===== src/rtl/issue_scoreboard_pkg.sv =====
// Shared scoreboard constants and the drain FSM state type.
// Every scoreboard file imports this package.
package Scoreboard;

    localparam int unsigned REG_ADDR_W = 5;
    localparam int unsigned NUM_REGS   = 32;
    localparam int unsigned CNT_W      = 2;
    localparam int unsigned CNT_MAX    = (1 << CNT_W) - 1;
    localparam int unsigned TOTAL_W    = 6;

    typedef enum logic [1:0] {
        RUN   = 2'd0,
        DRAIN = 2'd1,
        DONE  = 2'd2
    } sb_state_t;

endpackage


===== src/rtl/issue_scoreboard_counter.sv =====
// In-flight write counter for a single architectural register.
// Clear has priority. An increment and a decrement in the same cycle cancel out.
module reg_pending_counter
    import Scoreboard::*;
#(
    parameter int unsigned CNT_W = Scoreboard::CNT_W
) (
    input  logic             clk,
    input  logic             rst,
    input  logic             i_inc,
    input  logic             i_dec,
    input  logic             i_clr,
    output logic [CNT_W-1:0] o_cnt,
    output logic             o_max
);

    logic [CNT_W-1:0] r_cnt;
    logic             w_max;
    logic             w_nz;

    assign w_max = (r_cnt == '1);
    assign w_nz  = (r_cnt != '0);

    always_ff @(posedge clk or negedge rst) begin
        if (!rst) begin
            r_cnt <= '0;
        end else if (i_clr) begin
            r_cnt <= '0;
        end else if (i_inc && !i_dec && !w_max) begin
            r_cnt <= r_cnt + CNT_W'(1);
        end else if (i_dec && !i_inc && w_nz) begin
            r_cnt <= r_cnt - CNT_W'(1);
        end
    end

    assign o_cnt = r_cnt;
    assign o_max = w_max;

endmodule


===== src/rtl/issue_scoreboard.sv =====
// Register-hazard scoreboard. It tracks pending writes for each register,
// stalls decode on RAW or counter-saturation hazards, and provides flush and drain control.
module issue_scoreboard
    import Scoreboard::*;
#(
    parameter int unsigned NUM_REGS = Scoreboard::NUM_REGS,
    parameter int unsigned CNT_W    = Scoreboard::CNT_W,
    parameter int unsigned TOTAL_W  = Scoreboard::TOTAL_W
) (
    input  logic                  clk,
    input  logic                  rst,
    input  logic                  issue_valid,
    input  logic [REG_ADDR_W-1:0] issue_rs1,
    input  logic [REG_ADDR_W-1:0] issue_rs2,
    input  logic                  issue_rs1_used,
    input  logic                  issue_rs2_used,
    input  logic [REG_ADDR_W-1:0] issue_rd,
    input  logic                  issue_rd_write,
    input  logic                  ds_stall,
    output logic                  issue_stall,
    input  logic                  wb_valid,
    input  logic [REG_ADDR_W-1:0] wb_rd,
    input  logic                  flush,
    input  logic                  drain_req,
    output logic                  drain_done,
    output logic [NUM_REGS-1:0]   busy,
    output logic [TOTAL_W-1:0]    inflight,
    output logic                  err_underflow
);

    localparam int unsigned ADDR_SPACE = 1 << REG_ADDR_W;

    logic [CNT_W-1:0]   w_cnt [ADDR_SPACE];
    logic               w_max [ADDR_SPACE];
    logic [TOTAL_W-1:0] r_inflight;
    sb_state_t          r_state;
    logic               r_drain_done;
    logic               r_err;

    logic w_hazard;
    logic w_fire;
    logic w_inc_any;
    logic w_wb_hit;
    logic w_wb_miss;

    // Unused addresses (x0 and any address at or above NUM_REGS) read as an idle counter.
    for (genvar r = 0; r < ADDR_SPACE; r++) begin : g_reg
        if (r == 0 || r >= NUM_REGS) begin : g_none
            assign w_cnt[r] = '0;
            assign w_max[r] = 1'b0;
        end else begin : g_ctr
            reg_pending_counter #(.CNT_W(CNT_W)) u_ctr (
                .clk   (clk),
                .rst   (rst),
                .i_inc (w_inc_any && (issue_rd == REG_ADDR_W'(r))),
                .i_dec (w_wb_hit && (wb_rd == REG_ADDR_W'(r))),
                .i_clr (flush),
                .o_cnt (w_cnt[r]),
                .o_max (w_max[r])
            );
        end
    end

    for (genvar r = 0; r < NUM_REGS; r++) begin : g_busy
        assign busy[r] = (w_cnt[r] != '0);
    end

    assign w_hazard = (issue_rs1_used && (issue_rs1 != '0) && (w_cnt[issue_rs1] != '0))
                    | (issue_rs2_used && (issue_rs2 != '0) && (w_cnt[issue_rs2] != '0))
                    | (issue_rd_write && (issue_rd != '0) && w_max[issue_rd]);

    assign issue_stall = issue_valid && (w_hazard || ds_stall || (r_state != RUN)
                                         || (r_inflight == '1));
    assign w_fire      = issue_valid && !issue_stall;
    assign w_inc_any   = w_fire && issue_rd_write && (issue_rd != '0) && !flush;
    assign w_wb_hit    = wb_valid && (wb_rd != '0) && (w_cnt[wb_rd] != '0) && !flush;
    assign w_wb_miss   = wb_valid && (wb_rd != '0) && (w_cnt[wb_rd] == '0) && !flush;

    always_ff @(posedge clk or negedge rst) begin
        if (!rst) begin
            r_inflight <= '0;
        end else if (flush) begin
            r_inflight <= '0;
        end else if (w_inc_any && !w_wb_hit) begin
            r_inflight <= r_inflight + TOTAL_W'(1);
        end else if (w_wb_hit && !w_inc_any) begin
            r_inflight <= r_inflight - TOTAL_W'(1);
        end
    end

    always_ff @(posedge clk or negedge rst) begin
        if (!rst) begin
            r_err <= 1'b0;
        end else if (w_wb_miss) begin
            r_err <= 1'b1;
        end
    end

    always_ff @(posedge clk or negedge rst) begin
        if (!rst) begin
            r_state      <= RUN;
            r_drain_done <= 1'b0;
        end else if (flush) begin
            r_state      <= RUN;
            r_drain_done <= 1'b0;
        end else begin
            case (r_state)
                RUN: begin
                    if (drain_req) begin
                        r_state <= DRAIN;
                    end
                end
                DRAIN: begin
                    if (!drain_req) begin
                        r_state <= RUN;
                    end else if (r_inflight == '0) begin
                        r_state      <= DONE;
                        r_drain_done <= 1'b1;
                    end
                end
                DONE: begin
                    if (!drain_req) begin
                        r_state      <= RUN;
                        r_drain_done <= 1'b0;
                    end
                end
                default: begin
                    r_state      <= RUN;
                    r_drain_done <= 1'b0;
                end
            endcase
        end
    end

    assign inflight      = r_inflight;
    assign drain_done    = r_drain_done;
    assign err_underflow = r_err;

endmodule


===== config.mk =====
export PLATFORM = sky130hd
export DESIGN_NAME = issue_scoreboard
export DESIGN_NICKNAME = d
export VERILOG_FILES = /design/src/rtl/issue_scoreboard_pkg.sv /design/src/rtl/issue_scoreboard_counter.sv /design/src/rtl/issue_scoreboard.sv
export SDC_FILE = /design/constraint.sdc
export NUM_CORES = 1
export LEC_CHECK = 0
export BUFFER_PORTS_ARGS = -buffer_cell sky130_fd_sc_hd__buf_2
export CAP_MARGIN = 10
export CELL_PAD_IN_SITES_DETAIL_PLACEMENT = 0
export CELL_PAD_IN_SITES_GLOBAL_PLACEMENT = 1
export CORE_ASPECT_RATIO = 1.1
export CORE_MARGIN = 2
export CORE_UTILIZATION = 46
export DETAILED_ROUTE_END_ITERATION = 8
export PLACE_DENSITY_LB_ADDON = 0.1
export SYNTH_ARGS = -nofsm -noshare
export SYNTH_HDL_FRONTEND = slang
export SYNTH_SLANG_ARGS = --single-unit

===== constraint.sdc =====
create_clock -name clk -period 4.3 [get_ports clk]
set_input_delay 0.43 -clock clk [delete_from_list [all_inputs] [get_ports clk]]
set_output_delay 0.43 -clock clk [all_outputs]
set_load 0.1 [all_outputs]

==> results.sh <==
export IMPL_status="complete, no violations"
export IMPL_wire_per_inst_microns=23.0
export IMPL_gr_usage_met3_pct=5.21
export IMPL_io_pin_count=71
export IMPL_ys_top_cells_by_area="dfrtp_1, xnor2_1, mux4_2"
export IMPL_final_hold_violation_count=0
export IMPL_post_dp_cell_area_sq_um=7030
export IMPL_worstRegToRegCells=18
export IMPL_rsz0062_at_grt="no"
export IMPL_fmax_mhz=260
export IMPL_r2r_end="inflight[5]"
export IMPL_path_max_fanout=6
export IMPL_floorplan_die_area_sq_um=15600
export IMPL_syn_avg_cell_area_sq_um=8.53
export IMPL_dp_worst_setup_slack_ns=0.166
export IMPL_wl_microns=23200
export IMPL_clkPwrFrac_pct=42.8
export IMPL_grt_pass1_vias=6195
export IMPL_dieHeight_microns=131
export IMPL_synth_edf_count=0
export IMPL_clock_sinks=72
export IMPL_firstDrtPassIters=5
export IMPL_maxCapViolCount=0
export IMPL_clk_pin_slew_ns=0.06
export IMPL_fin_crit_sh_pct=89.6
export IMPL_synth_ff_type="dfrtp_1"
export IMPL_grt_overflow=0
export IMPL_synth_top_area_share_pct=26.8
export IMPL_cts_made_buffers=9
export IMPL_grt_first_pass_wirelength_microns=35600
export IMPL_max_vdd_ir_drop_mv=0.171
export IMPL_worst_skew_pair_late_latency_ns=0.35
export IMPL_row_count=46
export IMPL_min_path_type="in2async"
export IMPL_yosysSeqAreaShare_pct=26.8
export IMPL_antenna_found_initial=0
export IMPL_fin_crit_ns=3.85
export IMPL_crit_chain="nor2_1 > inv_2 > and3_1 > a2111oi_2 > nor4b_1 > buf_4 > a21o_1 > nor4_4 > inv_2 > ha_1 > a21o_1 > a21oi_1 > nor2b_1 > o21ai_0 > nor2b_1 > nor3_1 > mux2i_1 > o311ai_1"
export IMPL_p_sw_mw=0.662
export IMPL_cellPowerDensity_nw_per_um2=273
export IMPL_hold_ws_ns=0.236
export IMPL_die_w_microns=119
export IMPL_slowest_delay_ns=0.46
export IMPL_synth_compound_area_share_pct=22.3
export IMPL_synth_xor_area_share_pct=7.65
export IMPL_syn_nets=823
export IMPL_worstPathArrival_ns=4.08
export IMPL_leakage_nw=3.11
export IMPL_post_cts_setup_buffer_count=0
export IMPL_path_delay_family="compound AO/OA/AOI/OAI gates"
export IMPL_setup_tns_ns=0
export IMPL_synth_warnings=0
export IMPL_async_flop_share_pct=100
export IMPL_relSlewSlack_pct=31.8
export IMPL_netlist_area_sq_um=6720
export IMPL_skew_ns=0.0104
export IMPL_met1_usage_pct=41.5
export IMPL_final_util_pct=51.5
export IMPL_track_usage_pct=30.1
export IMPL_ys_ff_latch=72
export IMPL_reg2reg_slack_ns=0.45
export IMPL_p_comb_share_pct=22.1
export IMPL_synth_cell_types=85
export IMPL_critPathLaunchType="flip-flop"
export IMPL_drtIter0Drc=779
export IMPL_switching_share_pct=32.9
export IMPL_crit_required_ns=4.52
export IMPL_clock_root_buffer="clkbuf_16"
export IMPL_drt_vias_per_instance=6.39
export IMPL_cp_slowest_cell="dfrtp_1"
export IMPL_dp_hpwl_microns=16700
export IMPL_timing_rr_start="g_reg[4].g_ctr.u_ctr.o_cnt[0]"
export IMPL_synthSimpleGateAreaFrac_pct=24.9
export IMPL_setup_viol=0
export IMPL_synth_adder_area_share_pct=1.04
export IMPL_cts_hold_buf=0
export IMPL_path_buf_inv=3
export IMPL_nFillCells=1385
export IMPL_ant_nets=0
export IMPL_final_area_sq_um=7390
export IMPL_fin_nets=847
export IMPL_synthMuxAreaShare_pct=7.09
export IMPL_ctsResizeCount=0
export IMPL_finalWeightedCongestion=0.918
export IMPL_portBuffers=69
export IMPL_dr_total_vias=6448
export IMPL_cts_htree_levels=3
export IMPL_cts_max_path_buffers=2
export IMPL_setup_slack_ns=0.448
export IMPL_start_util_pct=46.9
export IMPL_tightest_slew_ns=1.02
export IMPL_tritoncts="built"
export IMPL_crit_type="reg2reg"
export IMPL_syn_to_final_growth_pct=9.90
export IMPL_post_synth_top_area_cell="dfrtp_1"
export IMPL_drc_errors=0
export IMPL_grt_use_met2_pct=46.7
export IMPL_core_area_sq_um=14300
export IMPL_timing_final_max_slew_violations=0
export IMPL_drive_gt1_share_pct=21.7
export IMPL_grt_max_degree=73
export IMPL_power_internal_mw=1.35
export IMPL_pwr_share_seq_pct=35.1
export IMPL_n_antenna_cell=0
export IMPL_synth_cells=788
export IMPL_endpoint_kind="flip-flop"
export IMPL_grt_busiest_layer="met2"
export IMPL_synth_top_family_by_area="simple AND/OR/NAND/NOR gates"
layout by cell type (no fill, tap or decap), types with 15 or more instances in the layout:
master / synthesis / routed
mux4_2: 17 / 17
nand4_1: 20 / 20
nor3_1: 26 / 26
nor2b_1: 33 / 33
nor2_1: 76 / 70
o2111ai_1: 15 / 15
nand2_1: 67 / 67
buf_4: 37 / 32
buf_2: 17 / 68
inv_1: 39 / 39
dfrtp_1: 72 / 72
xnor2_1: 47 / 47
a21oi_1: 38 / 38
nand3_1: 23 / 23
metrics by stage:
stage | power (mW) | std cells
finish | 2.01 | 1009
detailed placement | 1.16 | 993
global placement | 1.15 | 993
floorplan | 1.03 | 788
CTS | 2.02 | 1009
global route | 2.09 | 1009
state kept, by name (all words and copies together), names as in the netlist:
name	flops
inflight	6
r_state	2
drain_done	1
g.g_ctr.u_ctr.o_cnt	62
err_underflow	1
area by class of cell:
class	count	area [sq um]	share of cell area, %
clock buffers	12	256	3.47
clock inverters	4	76.3	1.03
inverters	44	165	2.24
multi-input cells	585	4270	57.8
flip-flops and latches	72	1800	24.4
well taps	192	240	3.25
repair buffers	100	581	7.86
metal layers:
metal | routed length [microns] | share of wire (%) | vias up
met5 | 0 | 0 | -
met1 | 10200 | 44 | 3166
met3 | 1820 | 7.8 | 50
met4 | 924 | 4.0 | 0
li1 | - | - | 2916
met2 | 10300 | 44 | 316
worst max-delay path by stage:
stage,from,endpoint,slack (ns),cells past startpoint
floorplan,issue_rs2[1],inflight[5],0.67,18
global placement,issue_rd[1],inflight[5],0.26,17
detailed placement,issue_rd[1],inflight[5],0.17,17
CTS,g_reg[23].g_ctr.u_ctr.o_cnt[0],inflight[5],0.25,16
global route,g_reg[2].g_ctr.u_ctr.o_cnt[0],inflight[5],0.02,16
finish,g_reg[4].g_ctr.u_ctr.o_cnt[0],inflight[5],0.45,18
Yosys cell counts, types with 5 or more instances:
cell and count:
inv_2 5, a2111oi_4 5, buf_1 7, a211oi_1 5
nor3_1 26, buf_2 17, buf_4 37, mux4_2 17
or4_1 7, dfrtp_1 72, or3_1 5, o211ai_1 8
nor2_1 76, a21o_1 7, nand3_1 23, nor4_1 8
nand2_1 67, o41ai_1 12, a2111oi_2 7, or2_1 6
nand4_1 20, inv_1 39, o31a_1 7, nor2b_1 33
a21oi_1 38, o31ai_1 12, a31oi_1 8, xnor2_1 47
o2111ai_1 15, clkbuf_1 21, nand2b_1 12, mux2i_1 6
o21ai_0 11
worst register-to-register path, cell delays in order (launching register included):
cell and delay (ns):
dfrtp_1 0.46, nor2_1 0.21, inv_2 0.06, and3_1 0.19, a2111oi_2 0.36, nor4b_1 0.10
buf_4 0.17, a21o_1 0.20, nor4_4 0.34, inv_2 0.14, ha_1 0.29, a21o_1 0.18
a21oi_1 0.20, nor2b_1 0.07, o21ai_0 0.20, nor2b_1 0.23, nor3_1 0.07, mux2i_1 0.14
o311ai_1 0.11
kinds of logic after synthesis:
logic type | after synthesis
flops | 72
xor+xnor | 54
simple gates | 318
mux | 26
buf+inv | 131
other cells | 1
fa+ha+maj | 5
compound gates | 181
power groups by stage:
stage	sequential, mW	combinational, mW	clock, mW
2_1_floorplan	0.782	0.251	0
3_3_place_gp	0.718	0.434	0
3_5_place_dp	0.718	0.439	0
4_1_cts	0.706	0.440	0.870
5_1_grt	0.708	0.478	0.900
6_report	0.706	0.445	0.862
Power figures use the tool's default switching activity.
